$ cat config.mk
export PLATFORM = sky130hd
export DESIGN_NAME = arid_tracker_flat
export DESIGN_NICKNAME = d
export VERILOG_FILES = /design/src/rtl/arid_tracker_if.sv /design/src/rtl/arid_tracker.sv /design/src/flat_wrapper.sv
export SDC_FILE = /design/constraint.sdc
export NUM_CORES = 1
export LEC_CHECK = 0
export CORE_ASPECT_RATIO = 0.6
export CORE_MARGIN = 8
export CORE_UTILIZATION = 62
export DETAILED_ROUTE_END_ITERATION = 6
export PLACE_DENSITY = 0.8
export SLEW_MARGIN = 40
export SYNTH_ARGS = -nofsm -noshare
export SYNTH_HDL_FRONTEND = slang
export SYNTH_SLANG_ARGS = --single-unit
$ cat constraint.sdc
create_clock -name aclk -period 8.25 [get_ports aclk]
set_input_delay 2.475 -clock aclk [delete_from_list [all_inputs] [get_ports aclk]]
set_output_delay 2.475 -clock aclk [all_outputs]
set_load 0.1 [all_outputs]
$ cat src/rtl/arid_tracker_if.sv
// rtl/arid_tracker_if.sv - AR issue, R beat and completion signals of the ARID tracker
interface arid_tracker_if #(
  parameter int ARID_WIDTH    = 3,
  parameter int RID_WIDTH     = 3,
  parameter int RRESP_WIDTH   = 2,
  parameter int SUB_TXN_WIDTH = 3
);
  logic [ARID_WIDTH-1:0]    arid;
  logic [SUB_TXN_WIDTH-1:0] total_sub_txn;
  logic                     m_ar_handshake;
  logic                     ar_full;
  logic                     s_r_handshake;
  logic                     s_rlast;
  logic [RID_WIDTH-1:0]     s_rid;
  logic [RRESP_WIDTH-1:0]   s_rresp;
  logic                     m_rlast;
  logic                     txn_done;
  logic [ARID_WIDTH-1:0]    txn_id;
  logic [RRESP_WIDTH-1:0]   txn_resp;
  logic                     err_unexpected;

  modport master (
    output arid, total_sub_txn, m_ar_handshake,
    output s_r_handshake, s_rlast, s_rid, s_rresp,
    input  ar_full, m_rlast, txn_done, txn_id, txn_resp, err_unexpected
  );

  modport slave (
    input  arid, total_sub_txn, m_ar_handshake,
    input  s_r_handshake, s_rlast, s_rid, s_rresp,
    output ar_full, m_rlast, txn_done, txn_id, txn_resp, err_unexpected
  );
endinterface

$ cat src/rtl/arid_tracker.sv
// rtl/arid_tracker.sv - per-ARID sub-burst tracker regenerating master RLAST and completion
// Define ARID_TRACKER_RESP_MERGE_EN to merge worst-case RRESP over all beats of a transaction.
module arid_tracker #(
  parameter int ARID_WIDTH    = 3,
  parameter int RID_WIDTH     = 3,
  parameter int RRESP_WIDTH   = 2,
  parameter int SUB_TXN_WIDTH = 3,
  parameter int QUEUE_DEPTH   = 4
) (
  input  logic          aclk,
  input  logic          arst,
  arid_tracker_if.slave bus
);
  localparam int NUM_ID = 1 << ARID_WIDTH;
  localparam int PTR_W  = $clog2(QUEUE_DEPTH);
  localparam int OCC_W  = PTR_W + 1;

  logic [SUB_TXN_WIDTH-1:0] cnt_mem  [NUM_ID][QUEUE_DEPTH];
  logic [PTR_W-1:0]         wr_ptr   [NUM_ID];
  logic [PTR_W-1:0]         rd_ptr   [NUM_ID];
  logic [OCC_W-1:0]         occ      [NUM_ID];
  logic [SUB_TXN_WIDTH-1:0] done_cnt [NUM_ID];
`ifdef ARID_TRACKER_RESP_MERGE_EN
  logic [RRESP_WIDTH-1:0]   acc      [NUM_ID];
`endif

  logic                     full_sel;
  logic                     push;
  logic                     push_drop;
  logic [SUB_TXN_WIDTH-1:0] push_cnt;
  logic                     r_empty;
  logic [SUB_TXN_WIDTH-1:0] head_cnt;
  logic [SUB_TXN_WIDTH-1:0] done_inc;
  logic                     sub_end;
  logic                     pop;
  logic                     stray_last;
  logic [RRESP_WIDTH-1:0]   merged;
  logic [NUM_ID-1:0]        push_sel;
  logic [NUM_ID-1:0]        pop_sel;
  logic [NUM_ID-1:0]        adv_sel;
  logic [NUM_ID-1:0]        beat_sel;

  logic                     txn_done_q;
  logic [ARID_WIDTH-1:0]    txn_id_q;
  logic [RRESP_WIDTH-1:0]   txn_resp_q;
  logic                     err_q;

  always_comb begin
    full_sel   = (occ[bus.arid] == OCC_W'(QUEUE_DEPTH));
    push       = bus.m_ar_handshake && !full_sel;
    push_drop  = bus.m_ar_handshake && full_sel;
    // A zero count still describes one sub-burst.
    push_cnt   = (bus.total_sub_txn == '0) ? SUB_TXN_WIDTH'(1) : bus.total_sub_txn;
    r_empty    = (occ[bus.s_rid] == '0);
    head_cnt   = cnt_mem[bus.s_rid][rd_ptr[bus.s_rid]];
    done_inc   = done_cnt[bus.s_rid] + SUB_TXN_WIDTH'(1);
    sub_end    = bus.s_r_handshake && bus.s_rlast && !r_empty;
    pop        = sub_end && (done_inc == head_cnt);
    stray_last = bus.s_r_handshake && bus.s_rlast && r_empty;
`ifdef ARID_TRACKER_RESP_MERGE_EN
    merged     = (bus.s_rresp > acc[bus.s_rid]) ? bus.s_rresp : acc[bus.s_rid];
`else
    merged     = bus.s_rresp;
`endif
    push_sel = '0;
    pop_sel  = '0;
    adv_sel  = '0;
    beat_sel = '0;
    if (push)              push_sel[bus.arid] = 1'b1;
    if (pop)               pop_sel[bus.s_rid] = 1'b1;
    if (sub_end && !pop)   adv_sel[bus.s_rid] = 1'b1;
    if (bus.s_r_handshake && !stray_last) beat_sel[bus.s_rid] = 1'b1;
  end

  assign bus.ar_full        = full_sel;
  assign bus.m_rlast        = pop || stray_last;
  assign bus.txn_done       = txn_done_q;
  assign bus.txn_id         = txn_id_q;
  assign bus.txn_resp       = txn_resp_q;
  assign bus.err_unexpected = err_q;

  always_ff @(posedge aclk) begin
    if (push) cnt_mem[bus.arid][wr_ptr[bus.arid]] <= push_cnt;
  end

  always_ff @(posedge aclk or posedge arst) begin
    if (arst) begin
      for (int i = 0; i < NUM_ID; i++) begin
        wr_ptr[i]   <= '0;
        rd_ptr[i]   <= '0;
        occ[i]      <= '0;
        done_cnt[i] <= '0;
      end
    end else begin
      for (int i = 0; i < NUM_ID; i++) begin
        if (push_sel[i]) wr_ptr[i] <= wr_ptr[i] + 1'b1;
        if (pop_sel[i])  rd_ptr[i] <= rd_ptr[i] + 1'b1;
        // Same-cycle push and pop on one ID leaves occupancy unchanged.
        if (push_sel[i] && !pop_sel[i])      occ[i] <= occ[i] + 1'b1;
        else if (pop_sel[i] && !push_sel[i]) occ[i] <= occ[i] - 1'b1;
        if (pop_sel[i])      done_cnt[i] <= '0;
        else if (adv_sel[i]) done_cnt[i] <= done_cnt[i] + 1'b1;
      end
    end
  end

`ifdef ARID_TRACKER_RESP_MERGE_EN
  always_ff @(posedge aclk or posedge arst) begin
    if (arst) begin
      for (int i = 0; i < NUM_ID; i++) acc[i] <= '0;
    end else begin
      for (int i = 0; i < NUM_ID; i++) begin
        if (pop_sel[i])       acc[i] <= '0;
        else if (beat_sel[i]) acc[i] <= merged;
      end
    end
  end
`else
  logic beat_any;
  assign beat_any = |beat_sel;
  logic unused_beat;
  assign unused_beat = beat_any;
`endif

  always_ff @(posedge aclk or posedge arst) begin
    if (arst) begin
      txn_done_q <= 1'b0;
      txn_id_q   <= '0;
      txn_resp_q <= '0;
      err_q      <= 1'b0;
    end else begin
      txn_done_q <= pop;
      if (pop) begin
        txn_id_q   <= ARID_WIDTH'(bus.s_rid);
        txn_resp_q <= merged;
      end
      if (push_drop || stray_last) err_q <= 1'b1;
    end
  end
endmodule

$ cat src/flat_wrapper.sv
// flat-port wrapper written by rule: the top's interface ports become plain ports
module arid_tracker_flat 
#(
  parameter int ARID_WIDTH    = 3,
  parameter int RID_WIDTH     = 3,
  parameter int RRESP_WIDTH   = 2,
  parameter int SUB_TXN_WIDTH = 3,
  parameter int QUEUE_DEPTH   = 4
)
  (aclk, arst, bus_arid, bus_total_sub_txn, bus_m_ar_handshake, bus_s_r_handshake, bus_s_rlast, bus_s_rid, bus_s_rresp, bus_ar_full, bus_m_rlast, bus_txn_done, bus_txn_id, bus_txn_resp, bus_err_unexpected);
  arid_tracker_if #(.ARID_WIDTH(ARID_WIDTH), .RID_WIDTH(RID_WIDTH), .RRESP_WIDTH(RRESP_WIDTH), .SUB_TXN_WIDTH(SUB_TXN_WIDTH)) bus_i ();
  input  logic aclk;
  input  logic arst;
  input wire logic [$bits(bus_i.arid)-1:0] bus_arid;
  input wire logic [$bits(bus_i.total_sub_txn)-1:0] bus_total_sub_txn;
  input wire logic [$bits(bus_i.m_ar_handshake)-1:0] bus_m_ar_handshake;
  input wire logic [$bits(bus_i.s_r_handshake)-1:0] bus_s_r_handshake;
  input wire logic [$bits(bus_i.s_rlast)-1:0] bus_s_rlast;
  input wire logic [$bits(bus_i.s_rid)-1:0] bus_s_rid;
  input wire logic [$bits(bus_i.s_rresp)-1:0] bus_s_rresp;
  output wire logic [$bits(bus_i.ar_full)-1:0] bus_ar_full;
  output wire logic [$bits(bus_i.m_rlast)-1:0] bus_m_rlast;
  output wire logic [$bits(bus_i.txn_done)-1:0] bus_txn_done;
  output wire logic [$bits(bus_i.txn_id)-1:0] bus_txn_id;
  output wire logic [$bits(bus_i.txn_resp)-1:0] bus_txn_resp;
  output wire logic [$bits(bus_i.err_unexpected)-1:0] bus_err_unexpected;
  assign bus_i.arid = bus_arid;
  assign bus_i.total_sub_txn = bus_total_sub_txn;
  assign bus_i.m_ar_handshake = bus_m_ar_handshake;
  assign bus_i.s_r_handshake = bus_s_r_handshake;
  assign bus_i.s_rlast = bus_s_rlast;
  assign bus_i.s_rid = bus_s_rid;
  assign bus_i.s_rresp = bus_s_rresp;
  assign bus_ar_full = bus_i.ar_full;
  assign bus_m_rlast = bus_i.m_rlast;
  assign bus_txn_done = bus_i.txn_done;
  assign bus_txn_id = bus_i.txn_id;
  assign bus_txn_resp = bus_i.txn_resp;
  assign bus_err_unexpected = bus_i.err_unexpected;
  arid_tracker #(.ARID_WIDTH(ARID_WIDTH), .RID_WIDTH(RID_WIDTH), .RRESP_WIDTH(RRESP_WIDTH), .SUB_TXN_WIDTH(SUB_TXN_WIDTH), .QUEUE_DEPTH(QUEUE_DEPTH)) u_core (.aclk(aclk), .arst(arst), .bus(bus_i));
endmodule
==> results of run 1 <==
power breakdown:
part           internal, uW  total (uW)  switching, uW  leakage, uW
clock                   415         829            414     0.000296
combinational           255         648            393      0.00157
sequential             1140        1340            198      0.00196
through the flow:
| stage | hold WS, ns | setup slack, ns |
|---|---|---|
| global placement | 0.454 | 0.709 |
| detailed placement | 0.458 | 0.590 |
| CTS | 0.472 | 0.550 |
| finish | 0.472 | 0.478 |
| floorplan | 0.436 | 0.0126 |
| global route | 0.481 | 0.321 |
synthesized netlist by cell type, types with 4 or more instances:
| cell | number |
|---|---|
| xor2_1 | 38 |
| ha_1 | 17 |
| nor3_1 | 13 |
| mux2i_1 | 21 |
| clkbuf_1 | 9 |
| nor2b_1 | 4 |
| a221oi_1 | 6 |
| edfxtp_1 | 96 |
| dfrtp_1 | 87 |
| and3_1 | 4 |
| nand4_1 | 5 |
| nand3_1 | 14 |
| mux2_2 | 19 |
| buf_2 | 9 |
| xnor2_1 | 22 |
| mux4_2 | 20 |
| fa_1 | 8 |
| nand2_1 | 74 |
| o21ai_0 | 12 |
| a21oi_1 | 20 |
| nor4_1 | 6 |
| a22oi_1 | 5 |
| nand2b_1 | 4 |
| nor3b_1 | 5 |
| a221o_1 | 5 |
| inv_1 | 23 |
| nor2_1 | 88 |
| o211ai_1 | 4 |
| buf_6 | 6 |
routing by layer:
layer / GRT usage, % / vias up / share of wire (%)
met5: 0 / - / 0
met4: 8.10 / 0 / 2.0
met3: 5.99 / 42 / 9.0
met2: 36.2 / 291 / 45
met1: 33.9 / 3012 / 44
li1: - / 2612 / -
cell usage in the layout (no fill, tap or decap), types with 14 or more instances in the layout:
cell type	count
mux4_2	20
mux2i_1	21
ha_1	17
a21oi_1	20
buf_4	14
nand3_1	14
clkbuf_16	17
edfxtp_1	96
dfrtp_1	87
inv_1	22
xnor2_1	22
mux2_2	19
xor2_1	38
nand2_1	74
nor2_1	88
worst paths after layout:
check / start / end / slack [ns] / cells past startpoint
worst max-delay path: bus_s_rid[2] / bus_m_rlast / 0.48 / 11
worst min-delay path: u_core.rd_ptr[7] / u_core.rd_ptr[7] / 0.47 / 1
worst min register to register: u_core.rd_ptr[7] / u_core.rd_ptr[7] / 0.47 / 1
max in group asynchronous: arst / u_core.rd_ptr[7] / 5.02 / 3
worst max register to register: u_core.done_cnt[6] / u_core.occ[1] / 3.89 / 15
min in group asynchronous: arst / u_core.occ[13] / 2.34 / 2
area by class of cell:
class,count,area [sq um]
clock buffers,17,425
clock inverters,15,193
fillers,915,3950
inverters,25,95.1
multi-input cells,470,3560
flip-flops and latches,183,5060
well taps,192,240
repair buffers,39,317
state kept, by name, indices dropped and copies added, names as in the netlist:
name / count
u_core.bus.err_unexpected: 1
u_core.bus.txn_done: 1
u_core.bus.txn_id: 3
u_core.bus.txn_resp: 2
u_core.cnt_mem: 96
u_core.done_cnt: 24
u_core.occ: 24
u_core.rd_ptr: 16
u_core.wr_ptr: 16
cell families after synthesis:
kind of cell	after synthesis	synth area share, %
flops	183	57.1
buf+inv	55	3.09
compound gates	84	6.79
xor+xnor	60	5.93
fa+ha+maj	25	4.20
simple gates	240	12.9
mux	61	9.99
==> impl_metrics.ini, run 1 <==
[global_route]
grt_max_degree = 63
grt_pass1_wl_um = 33400
antenna_found_initial = 0
globalRoute.totalOverflow = 0
grt_pass1_vias = 6031
grt_use_total_pct = 24.0

[logic_synthesis]
synthArstFlopShare_pct = 47.5
yosysWarnings = 0
synth_cells = 708
synth_seq_cells = 183
netlist_top_cells_area = edfxtp_1 33%, dfrtp_1 25%, mux4_2 5.1%
synth_cell_types = 71
seq_area_frac_synth_pct = 57.1
synth_edf_count = 96
synth.net_count = 749
syn_area_per_cell_sq_um = 12.5
synthFlopType = edfxtp_1
synth_top_area_cell = edfxtp_1
synth_top_area_share_pct = 32.5
syn_area_sq_mm = 0.00887

[worst_setup_path]
cp_max_fo = 24
cp-start-kind = input pin
worstSetupPathType = input pin to output port
cpLargestDelayFamily = compound AO/OA/AOI/OAI gates
setup.worst_path.end_class = output port
path_buf_inv = 3
crit_chain = buf_2 > buf_4 > nor3b_1 > o21ai_1 > a21boi_1 > o211ai_1 > a221o_1 > a21oi_2 > o21ai_2 > o21ai_4 > buf_12
cpPeakStageDelay_ns = 0.48
worst-endpoint-arrival_ns = 5.30
slowest_stage = a21boi_1
required_ns = 5.78

[placement]
place_congestion = 0.928
dp_hpwl_um = 15200
postPlaceCellArea_sq_mm = 0.00926
numPlacedInstances = 909
portBuffers = 24

[detailed_routing]
drtIter0Drc = 767
drc = 0
wl_per_cell_um = 22.3
drtAntennaViolNets = 0
dr.pass1.iters = 5
num_vias = 5957
avgViaCountPerCell = 6.33
routed_wl_um = 21000

[layout]
drive_above_1_share_pct = 16.4
final_util_pct = 71.5
final_cell_area_sq_mm = 0.00989
synthToLayoutAreaGrowth_pct = 11.5
nets = 777
fin_cells = 941
antenna_cells = 0

[clocking]
ctsResizeCount = 0
cts_hold_buffers = 0
clockRootBuffer = clkbuf_16
cts_buffer_depth = 2
cts_max_level = 4
cts_tree = yes
cts.clk_slew.worst_paths_ns = 0.07
numCtsBuffers = 17
worstSkewPairLatency_ns = 0.44
clock_sink_count = 183
cts_setup_buffers = 0

[power]
p_total_uw = 2810
ir_worst_vdd_mv = 0.153
power_density_mw_per_mm2 = 285
p_leak_uw = 0.00382

[sta]
rsz0062_at_grt = no
period_needed_ns = 7.77
setup_violations = 0
finalSetupTns_ns = 0
tightest_slew_ns = 0.703
min_period_over_period_pct = 94.2
finClkSkew_ns = 0.0176
hold_viol = 0
maxSlewHeadroom_pct = 53.0
slew_viol_final = 0
fmax_mhz = 129

[run_status]
status = finished clean

[worst_hold_path]
worstHoldPathType = flop to flop

[floorplan]
pin_count = 25
core_area_sq_mm = 0.0138
die_w_um = 170
dieArea_sq_mm = 0.0185
die_y_um = 109
rows = 33
initial_core_util_pct = 64.1

[job]
max_cap_violations = 0
(Power assumes the default switching activity.)
==> inputs of run 2 (changes only) <==
--- a/config.mk
+++ b/config.mk
@@ -5,6 +5,7 @@
 export SDC_FILE = /design/constraint.sdc
 export NUM_CORES = 1
 export LEC_CHECK = 0
+export ABC_CLOCK_PERIOD_IN_PS = 8250
 export CORE_ASPECT_RATIO = 0.6
 export CORE_MARGIN = 8
 export CORE_UTILIZATION = 62
==> results of run 2 <==
Final layout, timing and power as in run 1 (identical DEF).
==> inputs of run 3 (changes only) <==
--- a/config.mk
+++ b/config.mk
@@ -7,7 +7,7 @@
 export LEC_CHECK = 0
 export ABC_CLOCK_PERIOD_IN_PS = 8250
 export CORE_ASPECT_RATIO = 0.6
-export CORE_MARGIN = 8
+export CORE_MARGIN = 2
 export CORE_UTILIZATION = 62
 export DETAILED_ROUTE_END_ITERATION = 6
 export PLACE_DENSITY = 0.8
==> impl_metrics.ini, run 3 (same netlist as run 1, synthesis figures left out) <==
[run_status]
status = finished clean

[detailed_routing]
routed_wl_um = 21000
drtIter0Drc = 728
drtAntennaViolNets = 0
wl_per_cell_um = 22.4
num_vias = 5985
drc = 0
dr.pass1.iters = 5
avgViaCountPerCell = 6.38

[layout]
synthToLayoutAreaGrowth_pct = 11.3
nets = 774
final_cell_mix = 96 x edfxtp_1, 88 x nor2_1, 87 x dfrtp_1, 74 x nand2_1, 38 x xor2_1
drive_above_1_share_pct = 16.0
layout_commonest_cell = edfxtp_1
final_util_pct = 71.5
fin_cells = 938
antenna_cells = 0
largest_reg_flops = 96

[worst_setup_path]
crit_chain = buf_2 > buf_12 > inv_2 > a221o_1 > a21boi_1 > mux2i_1 > xor2_1 > a211oi_1 > o21ai_2 > o21ai_4 > buf_12
cp-start-kind = input pin
cp_max_fo = 25
worstSetupPathType = input pin to output port
cpPeakStageDelay_ns = 0.41
cp_common_cell = buf_12
required_ns = 5.78
setup.worst_path.end_class = output port
worst-endpoint-arrival_ns = 5.26
slowest_stage = a221o_1

[clocking]
clockRootBuffer = clkbuf_16
cts_tree = yes
cts.clk_slew.worst_paths_ns = 0.06
ctsResizeCount = 0
clock_sink_count = 183
cts_setup_buffers = 0
cts_buffer_depth = 2
numCtsBuffers = 17
worstSkewPairLatency_ns = 0.44
cts_hold_buffers = 0
cts_max_level = 4

[placement]
dp_slack_ns = 0.484
portBuffers = 24
numPlacedInstances = 906
dp_hpwl_um = 15100
place_congestion = 0.901

[sta]
hold_viol = 0
min_period_over_period_pct = 93.7
period_needed_ns = 7.73
finClkSkew_ns = 0.00800
tightest_slew_ns = 0.717
whs_ns = 0.474
fmax_mhz = 129
rsz0062_at_grt = no
finalSetupTns_ns = 0
slew_viol_final = 0
setup_violations = 0
final.setup.worst_slack_ns = 0.516
maxSlewHeadroom_pct = 52.1

[global_route]
globalRoute.totalOverflow = 0
grt_pass1_wl_um = 33200
antenna_found_initial = 0
grt_use_total_pct = 29.3
grt_pass1_vias = 5892
grt_max_degree = 88

[floorplan]
die_y_um = 96.6
pin_count = 25
rows = 33
dieArea_sq_mm = 0.0153
die_w_um = 158
core_area_sq_mm = 0.0138
initial_core_util_pct = 64.3

[power]
power_density_mw_per_mm2 = 287
ir_worst_vdd_mv = 0.182
p_leak_uw = 0.00381

[worst_hold_path]
worstHoldPathType = flop to flop

[job]
max_cap_violations = 0
[run 3: worst max-delay path: cells and delay by family]
| kind | cells | cell delay, ns |
|---|---|---|
| AO/OA/AOI/OAI | 5 | 1.33 |
| buffers and inverters | 4 | 1.01 |
| multiplexers | 1 | 0.33 |
| XOR/XNOR | 1 | 0.10 |
[run 3: layer usage]
layer  track usage [%]  wire length (um)
met5                 0                 0
met4              8.18               341
met3              7.97              1850
met2              41.9              9270
met1              44.6              9550
[run 3: cell type report]
| cell class | instances | area [sq um] |
|---|---|---|
| Fill cell | 943 | 3930 |
| Inverter | 25 | 95.1 |
| Sequential cell | 183 | 5060 |
| Multi-Input combinational cell | 470 | 3560 |
| Clock inverter | 15 | 190 |
| Timing Repair Buffer | 36 | 299 |
| Clock buffer | 17 | 425 |
| Tap cell | 192 | 240 |
[run 3: path summary, 6_finish.rpt]
check	slack, ns	depth (start not counted)	end	start
min in group asynchronous	2.56	3	u_core.occ[3]	arst
max in group asynchronous	5.21	3	u_core.rd_ptr[7]	arst
worst min register to register	0.47	1	u_core.rd_ptr[7]	u_core.rd_ptr[7]
worst min-delay path	0.47	1	u_core.rd_ptr[7]	u_core.rd_ptr[7]
worst max register to register	3.89	16	u_core.occ[4]	u_core.done_cnt[15]
worst max-delay path	0.52	11	bus_m_rlast	bus_s_rid[1]
[run 3: where the power goes]
group | internal, uW | total (uW) | switching, uW | leakage (uW)
Sequential | 1140 | 1330 | 192 | 0.00196
Combinational | 253 | 649 | 395 | 0.00155
Clock | 485 | 854 | 370 | 0.000297
[run 3: through the flow]
| stage | power [uW] | instance area [sq um] |
|---|---|---|
| 2_1_floorplan | 1800 | 8880 |
| 3_3_place_gp | 1940 | 9280 |
| 3_5_place_dp | 1980 | 9250 |
| 4_1_cts | 2830 | 9860 |
| 5_1_grt | 2960 | 9870 |
| 6_report | 2830 | 9870 |
